[config.mk]
export PLATFORM = sky130hd
export DESIGN_NAME = lfsr_rng_arbiter
export DESIGN_NICKNAME = d
export VERILOG_FILES = /design/src/rtl/lfsr_pkg.sv /design/src/rtl/lfsr_step_core.sv /design/src/rtl/lfsr_rng_arbiter.sv
export SDC_FILE = /design/constraint.sdc
export NUM_CORES = 1
export LEC_CHECK = 0
export ABC_CLOCK_PERIOD_IN_PS = 6500
export CORE_ASPECT_RATIO = 1.5
export CORE_MARGIN = 2
export CORE_UTILIZATION = 45
export CTS_CLUSTER_DIAMETER = 80
export DETAILED_ROUTE_END_ITERATION = 8
export PLACE_DENSITY = 0.74
export SYNTH_ARGS = -nofsm -noshare
export SYNTH_HDL_FRONTEND = slang
export SYNTH_HIERARCHICAL = 1
export SYNTH_SLANG_ARGS = --single-unit
[constraint.sdc]
create_clock -name clk -period 6.5 [get_ports clk]
set_clock_uncertainty 0.1 [all_clocks]
set_input_delay 1.3 -clock clk [delete_from_list [all_inputs] [get_ports clk]]
set_output_delay 1.3 -clock clk [all_outputs]
set_load 0.005 [all_outputs]
[src/rtl/lfsr_pkg.sv]
// lfsr_pkg
//   Shared constants, FSM state type and the LFSR step function for the
//   shared pseudo-random byte generator. There are no ports; the package is
//   imported by lfsr_step_core and lfsr_rng_arbiter.
package lfsr_pkg;

   localparam int          LFSR_W     = 8;
   localparam logic [7:0]  LFSR_TAPS  = 8'h1D;   // bits 4, 3, 2, 0
   localparam logic [7:0]  LFSR_RESET = 8'h01;

   typedef enum logic [1:0] {
      IDLE    = 2'd0,
      ADVANCE = 2'd1,
      GRANT   = 2'd2
   } state_t;

   // One Fibonacci shift: feedback is the parity of the tapped bits and
   // enters at the MSB. An all-zero state would lock up, so it restarts at 1.
   function automatic logic [LFSR_W-1:0] lfsr_next(input logic [LFSR_W-1:0] s);
      if (s == '0) begin
         return LFSR_RESET;
      end
      return {^(s & LFSR_TAPS), s[LFSR_W-1:1]};
   endfunction

endpackage

[src/rtl/lfsr_step_core.sv]
// lfsr_step_core
//   8-bit Fibonacci LFSR register with load and step enables.
//   Ports:
//     clk    in   clock
//     reset  in   asynchronous active-low reset (state -> 0x01)
//     en     in   advance the LFSR by one step
//     load   in   load seed (takes priority over en); 0x00 becomes 0x01
//     seed   in   [7:0] value to load
//     state  out  [7:0] current LFSR state
module lfsr_step_core
   import lfsr_pkg::*;
(
   input  logic              clk,
   input  logic              reset,
   input  logic              en,
   input  logic              load,
   input  logic [LFSR_W-1:0] seed,
   output logic [LFSR_W-1:0] state
);

   logic [LFSR_W-1:0] state_q;
   logic [LFSR_W-1:0] state_d;

   always_comb begin
      state_d = state_q;
      if (load) begin
         state_d = (seed == '0) ? LFSR_RESET : seed;
      end else if (en) begin
         state_d = lfsr_next(state_q);
      end
   end

   always_ff @(posedge clk or negedge reset) begin
      if (!reset) begin
         state_q <= LFSR_RESET;
      end else begin
         state_q <= state_d;
      end
   end

   assign state = state_q;

endmodule

[src/rtl/lfsr_rng_arbiter.sv]
// lfsr_rng_arbiter
//   Shares one LFSR among N_REQ requesters. A round-robin arbiter picks a
//   pending requester, the LFSR is advanced STEPS times, then the byte is
//   delivered with a one-cycle one-hot grant.
//   Ports:
//     clk        in   clock
//     reset      in   asynchronous active-low reset
//     req        in   [N_REQ-1:0] requests, held until granted
//     seed_load  in   pulse: load seed into the LFSR
//     seed       in   [7:0] new LFSR state (0x00 loads 0x01)
//     gnt        out  [N_REQ-1:0] one-hot grant pulse
//     rnd_valid  out  high while gnt is non-zero
//     rnd_data   out  [7:0] current LFSR state (the random byte during gnt)
//     busy       out  high in ADVANCE and GRANT
module lfsr_rng_arbiter
   import lfsr_pkg::*;
#(
   parameter int N_REQ = 4,
   parameter int STEPS = 8
)
(
   input  logic              clk,
   input  logic              reset,
   input  logic [N_REQ-1:0]  req,
   input  logic              seed_load,
   input  logic [LFSR_W-1:0] seed,
   output logic [N_REQ-1:0]  gnt,
   output logic              rnd_valid,
   output logic [LFSR_W-1:0] rnd_data,
   output logic              busy
);

   localparam int PTR_W = (N_REQ > 1) ? $clog2(N_REQ) : 1;
   localparam int CNT_W = 8;

   state_t             state_q, state_d;
   logic [PTR_W-1:0]   winner_q, winner_d;
   logic [PTR_W-1:0]   ptr_q, ptr_d;
   logic [CNT_W-1:0]   cnt_q, cnt_d;

   logic               lfsr_en;
   logic [LFSR_W-1:0]  lfsr_state;

   logic [PTR_W-1:0]   next_ptr;
   logic [PTR_W-1:0]   arb_base;
   int                 arb_span;
   logic               arb_found;
   logic [PTR_W-1:0]   arb_idx;

   lfsr_step_core u_core (
      .clk   (clk),
      .reset (reset),
      .en    (lfsr_en),
      .load  (seed_load),
      .seed  (seed),
      .state (lfsr_state)
   );

   // Pointer value after the current winner is served.
   assign next_ptr = (winner_q == PTR_W'(N_REQ-1)) ? '0 : winner_q + 1'b1;

   // In GRANT the search starts just past the winner and covers only the
   // other N_REQ-1 requesters, so the winner cannot be picked twice in a row.
   assign arb_base = (state_q == GRANT) ? next_ptr : ptr_q;
   assign arb_span = (state_q == GRANT) ? N_REQ - 1 : N_REQ;

   always_comb begin
      int idx;
      idx       = 0;
      arb_found = 1'b0;
      arb_idx   = '0;
      for (int k = 0; k < N_REQ; k++) begin
         idx = int'(arb_base) + k;
         if (idx >= N_REQ) begin
            idx = idx - N_REQ;
         end
         if (!arb_found && (k < arb_span) && req[idx]) begin
            arb_found = 1'b1;
            arb_idx   = PTR_W'(idx);
         end
      end
   end

   always_comb begin
      state_d  = state_q;
      winner_d = winner_q;
      ptr_d    = ptr_q;
      cnt_d    = cnt_q;
      lfsr_en  = 1'b0;
      case (state_q)
         IDLE: begin
            if (arb_found) begin
               winner_d = arb_idx;
               cnt_d    = '0;
               state_d  = ADVANCE;
            end
         end
         ADVANCE: begin
            if (seed_load) begin
               // Restart the count so a full STEPS shifts follow the new seed.
               cnt_d = '0;
            end else begin
               lfsr_en = 1'b1;
               if (cnt_q == CNT_W'(STEPS-1)) begin
                  state_d = GRANT;
               end else begin
                  cnt_d = cnt_q + 1'b1;
               end
            end
         end
         GRANT: begin
            ptr_d = next_ptr;
            if (arb_found) begin
               winner_d = arb_idx;
               cnt_d    = '0;
               state_d  = ADVANCE;
            end else begin
               state_d  = IDLE;
            end
         end
         default: begin
            state_d = IDLE;
         end
      endcase
   end

   always_ff @(posedge clk or negedge reset) begin
      if (!reset) begin
         state_q  <= IDLE;
         winner_q <= '0;
         ptr_q    <= '0;
         cnt_q    <= '0;
      end else begin
         state_q  <= state_d;
         winner_q <= winner_d;
         ptr_q    <= ptr_d;
         cnt_q    <= cnt_d;
      end
   end

   // All outputs decode registered state only.
   always_comb begin
      gnt = '0;
      if (state_q == GRANT) begin
         gnt[winner_q] = 1'b1;
      end
   end

   assign rnd_valid = (state_q == GRANT);
   assign rnd_data  = lfsr_state;
   assign busy      = (state_q != IDLE);

endmodule

## Yosys cells after proc, flatten, opt, wreduce, memory -nomap -nowiden

Index checks and enable logic that the tools add are counted.

| word-level totals | value |
|---|---|
| register bits after elaboration | 22 |

| cells by class | value |
|---|---|
| $add $sub $neg | 9 |
| order comparisons | 14 |
| equality and inequality tests | 9 |
| multiplexer cells | 49 |
| reduce and logical (&&, ||, !) cells | 22 |

Operator list:

| kind | number |
|---|---|
| < comparator 32 x 4 -> 1 bit (second input constant) | 4 |
| two-way mux 32 bit | 4 |
| two-way mux 8 bit | 8 |
| two-way mux 1 bit | 19 |
| two-way mux 2 bit | 9 |
| logical NOT 8 bit | 2 |
| one-hot mux 8 bit (2 select lines) | 1 |
| subtractor 3 x 3 -> 4 bit (second input constant) | 3 |
| >= comparator 3 bit (second input constant) | 3 |
| adder 8 x 1 -> 8 bit (second input constant) | 1 |
| binary-select mux 1 bit (select 2 bit) | 4 |
| equality test 8 x 3 -> 1 bit (second input constant) | 1 |
| logical AND 1 bit | 8 |
| parity 8 bit | 1 |
| adder 2 x 2 -> 3 bit (second input constant) | 2 |
| < comparator 1 x 3 -> 1 bit (first input constant) | 2 |
| < comparator 2 x 3 -> 1 bit (first input constant) | 2 |
| != test 2 bit (second input constant) | 3 |
| one-hot mux 2 bit (3 select lines) | 1 |
| AND reduction 3 bit | 2 |
| nonzero test 2 bit | 3 |
| equality test 2 bit (second input constant) | 2 |
| two-way mux 4 bit | 1 |
| subtractor 2 x 3 -> 4 bit (second input constant) | 1 |
| other kinds (14) | 16 |

## Logic depth before layout (Yosys ltp)

| logic depth | value |
|---|---|
| word-level depth | 24 |
| depth in mapped cells | 11 |

## Hierarchy

Netlist, hierarchy kept.

Modules (own cells, without submodules):

| module | instances | cells each | area each (um^2) | sequential area each (um^2) |
|---|---|---|---|---|
| lfsr_rng_arbiter | 1 | 122 | 1,091.0 | 350.3 |
| lfsr_step_core | 1 | 49 | 459.2 | 201.4 |

## Worst setup path after synthesis

Ideal clock, no wire load.

| path | value |
|---|---|
| kind | input-to-reg |
| start | input seed_load |
| end | register cnt_q[3] |
| library setup time | 0.087 ns |
| data arrival time | 2.500 ns |
| data required time | 6.313 ns |
| slack | 3.813 ns |
| stages | 8 |
| buffers on the path | 2 |
| cell sequence | clkbuf_1 nor2_1 nand4_1 and2_1 buf_2 nand3b_1 or3_1 o211ai_1 |

| on the way | value |
|---|---|
| longest elaborated chain between the ends | 2 |
| elaborated cells between the ends (all ways) | 4 |

RTL lines:

| element | line | RTL |
|---|---|---|
| start: declaration | lfsr_rng_arbiter.sv:25 | `input logic seed_load,` |
| != test 3 bit (no line) / two-way mux 8 bit (equally long branches) | -- |  |
| AND reduction 3 bit (no line) / one-hot mux 8 bit (2 select lines) (equally long branches) | -- |  |
| end signal: assignment | lfsr_rng_arbiter.sv:137 | `cnt_q <= cnt_d;` |
| end: declaration | lfsr_rng_arbiter.sv:39 | `logic [CNT_W-1:0] cnt_q, cnt_d;` |

Several ways; a longest one is shown, not always the timed one.
A chain may end at the register's enable or synchronous reset.

## Final worst setup path

Ends and elaborated chain as after synthesis.

==> metrics.md <==
| Metric | Value |
|---|---|
| Power Dens Cells | 275.6 nW/um^2 |
| DRT Pass-1 Iters | 4 |
| CTS buffer count | 3 |
| DP HPWL | 2602 um |
| Syn nets | between 150 and 200 |
| Die area | 3940 sq um |
| CTS Buffer Depth | 2 |
| CTS tree | yes |
| Period minus WS final | about 3.4 ns |
| Global-route wire length before repair | 5664 um |
| Number of placed instances, taps included | 233 |
| Final Setup Violations | 0 |
| Hold path cells | 2 |
| First DRT Iteration DRCs | 49 |
| DRC viols | 0 |
| Ys Warns | 6 |
| Register bit total from synthesis | 22 |
| Top-area cell type share of the netlist area | 0.3390 |
| Clock sinks | 22 |
| Port-buffer cells | 28 |
| GPL Wtd Cong | 0.9494 |
| CTS HTree Levels | 1 |
| Vias/cell | 5.637 |
| Final TNS setup | 0 ns |
| Synth area leaders | dfrtp_1 34%, ha_1 4.8%, mux2i_1 4.5% |
| Setup WS post-layout | 3.096 ns |
| Slowest stage delay, CP | 1.03 ns |
| Final Hold Violating Endpoints | 0 |
| Antenna-violating nets left | 0 |
| Leak | 0.7993 nW |
| Startpoint types | primary input |
| Worst hold slack | 0.4864 ns |
| Worst-path cell chain | clkdlybuf4s50_1 > nor2_1 > nand4_1 > and2_1 > nand3b_1 > or3_1 > o211ai_1 |
| Placed cell areas | 1836 sq um |
| Hold_buf cts | 0 |
| Top Ports | 29 |
| Synthesized cell area | 1550 sq um |
| Area Growth Syn to Fin | 23.00% |
| R2R depth | 8 |
| Fin crit share | 0.5237 |
| Top_reg_cell synth | dfrtp_1 |
| RSZ-0062 raised after global routing | false |
| Worst Max-Slew Pin Slew | 0.9710 ns |
| Most frequent cells in the layout | 28 x clkdlybuf4s50_1, 21 x dfrtp_1, 14 x nor2_1 |
| Peak supply drop | 0.1788 mV |
| Min-delay worst type | reg2reg |
| Clock transition at the registers of the reported paths | 0.08 ns |
| Vias in the first global route | around 1300 |
| # rows | 26 |
| Commonest non-fill, non-tap cell in the layout | clkdlybuf4s50_1 |
| Root Driver | clkbuf_8 |
| Critical Path RT | 6.58 ns |
| Number of synthesized flops with an enable pin | 0 |
| Mean Syn Cell Area | slightly above 9 sq um |
| Leading area contributor after synthesis | dfrtp_1 |
| Total GRT Usage | 0.1902 |
| Crit-path max FO | 26 |
| Post-cts sizing count | 0 |
| Syn Inst Count | about 170 |
| Layout cells sized above 1 | 0.1282 |
| Die height | 75.89 um |
| Starting Density | 0.4627 |
| Dpl ws | between 2 and 3 ns |
| Initial antenna violation count | 0 |
| Final WL | between 3000 and 4000 um |
| Mean routed wirelength per cell | 14.60 um |
| Max Transition Viols Final | 0 |
| Slew headroom | 0.3507 |
| Layout Cells excl Fill | 237 |
| Worst setup EP type | flip-flop |
| Fraction of registers with async set/reset | 1.000 |
| Largest net degree at the start of global routing | 27 |
| Die X | 51.93 um |
| Core Area | ~3400 sq um |
| Highest-delay cell along the critical path | clkdlybuf4s50_1 |
| NumNets Final | about 220 |
| Final instance area | 1907 sq um |
| Fmax | slightly below 300 MHz |
| Synth cell types | 50 |
| Number of max-cap violations | 0 |
| Setup repair bufs after CTS | 0 |
| Later-pin clock latency in the skew report | 0.26 ns |
| Critical setup path kind | in2reg |
| DR vias | 1336 |
| N_diodes | 0 |
| GR Overflow Total | 0 |
| Seq/Total Area, Yosys | 0.3559 |
| Arr. time, crit path | 3.49 ns |
| Status | completed |
## routing by layer
| layer | global-route usage | vias to the layer above | wire (um) |
|---|---|---|---|
| li1 | - | 651 | - |
| met1 | 0.2027 | 638 | 1380 |
| met2 | 0.3755 | 41 | 1892 |
| met3 | 0.01373 | 6 | 129 |
| met4 | 0.07895 | 0 | 57 |
| met5 | 0 | - | 0 |
## critical path: cells and delay by family
kind,cells,cell delay [ns]
AND/OR/NAND/NOR,5,1.06
buffers and inverters,1,1.03
AO/OA/AOI/OAI,1,0.10
## power by group
part           switching (mW)  internal [mW]  leakage [nW]
Combinational           0.100         0.0960         0.484
Clock                  0.0459         0.0823        0.0357
Sequential             0.0373          0.164         0.280
Total                   0.184          0.342         0.799
## cell usage after synthesis, drive strengths merged, types with 2 or more instances
master   count
a211oi       3
a21oi        8
a221o        2
and2         5
buf          5
clkbuf       4
dfrtp       21
ha           6
inv         15
mux2i        8
nand2       15
nand2b       2
nand3        4
nand3b       2
nand4        2
nand4b       2
nor2        14
nor2b        3
nor3         5
nor3b        2
nor4         2
o211ai       5
o21ai       11
o2bb2ai      2
o31ai        2
or2          2
or3          2
xnor2        2
xor2         3
## final timing paths
path / from / end / slack [ns]
min reg2reg: cnt_q[7] / cnt_q[7] / 0.49
max: seed_load / cnt_q[3] / 3.10
min: cnt_q[7] / cnt_q[7] / 0.49
max in group asynchronous: reset / ptr_q[1] / 4.24
max reg2reg: winner_q[0] / cnt_q[3] / 3.84
min in group asynchronous: reset / u_core/state[5] / 1.47
## sequential cells by signal, indices dropped and copies added (netlist names)
name,flops
winner_q,2
cnt_q,8
u_core/state,8
state_q,2
ptr_q,2
## kinds of logic (layout without fill, tap and decap cells)
group,count (synthesis),count (layout),synth area share
muxes,8,8,0.05973
xor gates and xnor gates,5,5,0.02825
AOI/OAI and AO/OA,42,42,0.2139
buffers and inverters,24,48,0.07183
DFF,22,22,0.3559
and+or+nand+nor,64,64,0.2219
adders and majority gates,6,6,0.04842
## metrics by stage
step                  util  total power, mW
floorplan                -           0.3350
global route        0.5691           0.5568
CTS                 0.5691           0.5283
detailed placement  0.5478           0.4006
finish              0.5691           0.5255
global placement    0.5478           0.3915
## cell type report
class / instances / area (sq um)
multi-input combinational: 125 / 887.1
tap: 42 / 52.55
clock inverter: 1 / 30.03
fill: 319 / 1444
clock buffer: 3 / 41.29
timing repair buffer: 29 / 287.8
inverter: 15 / 56.30
sequential: 22 / 551.8
Note: power is estimated with default switching activity, not from simulation.
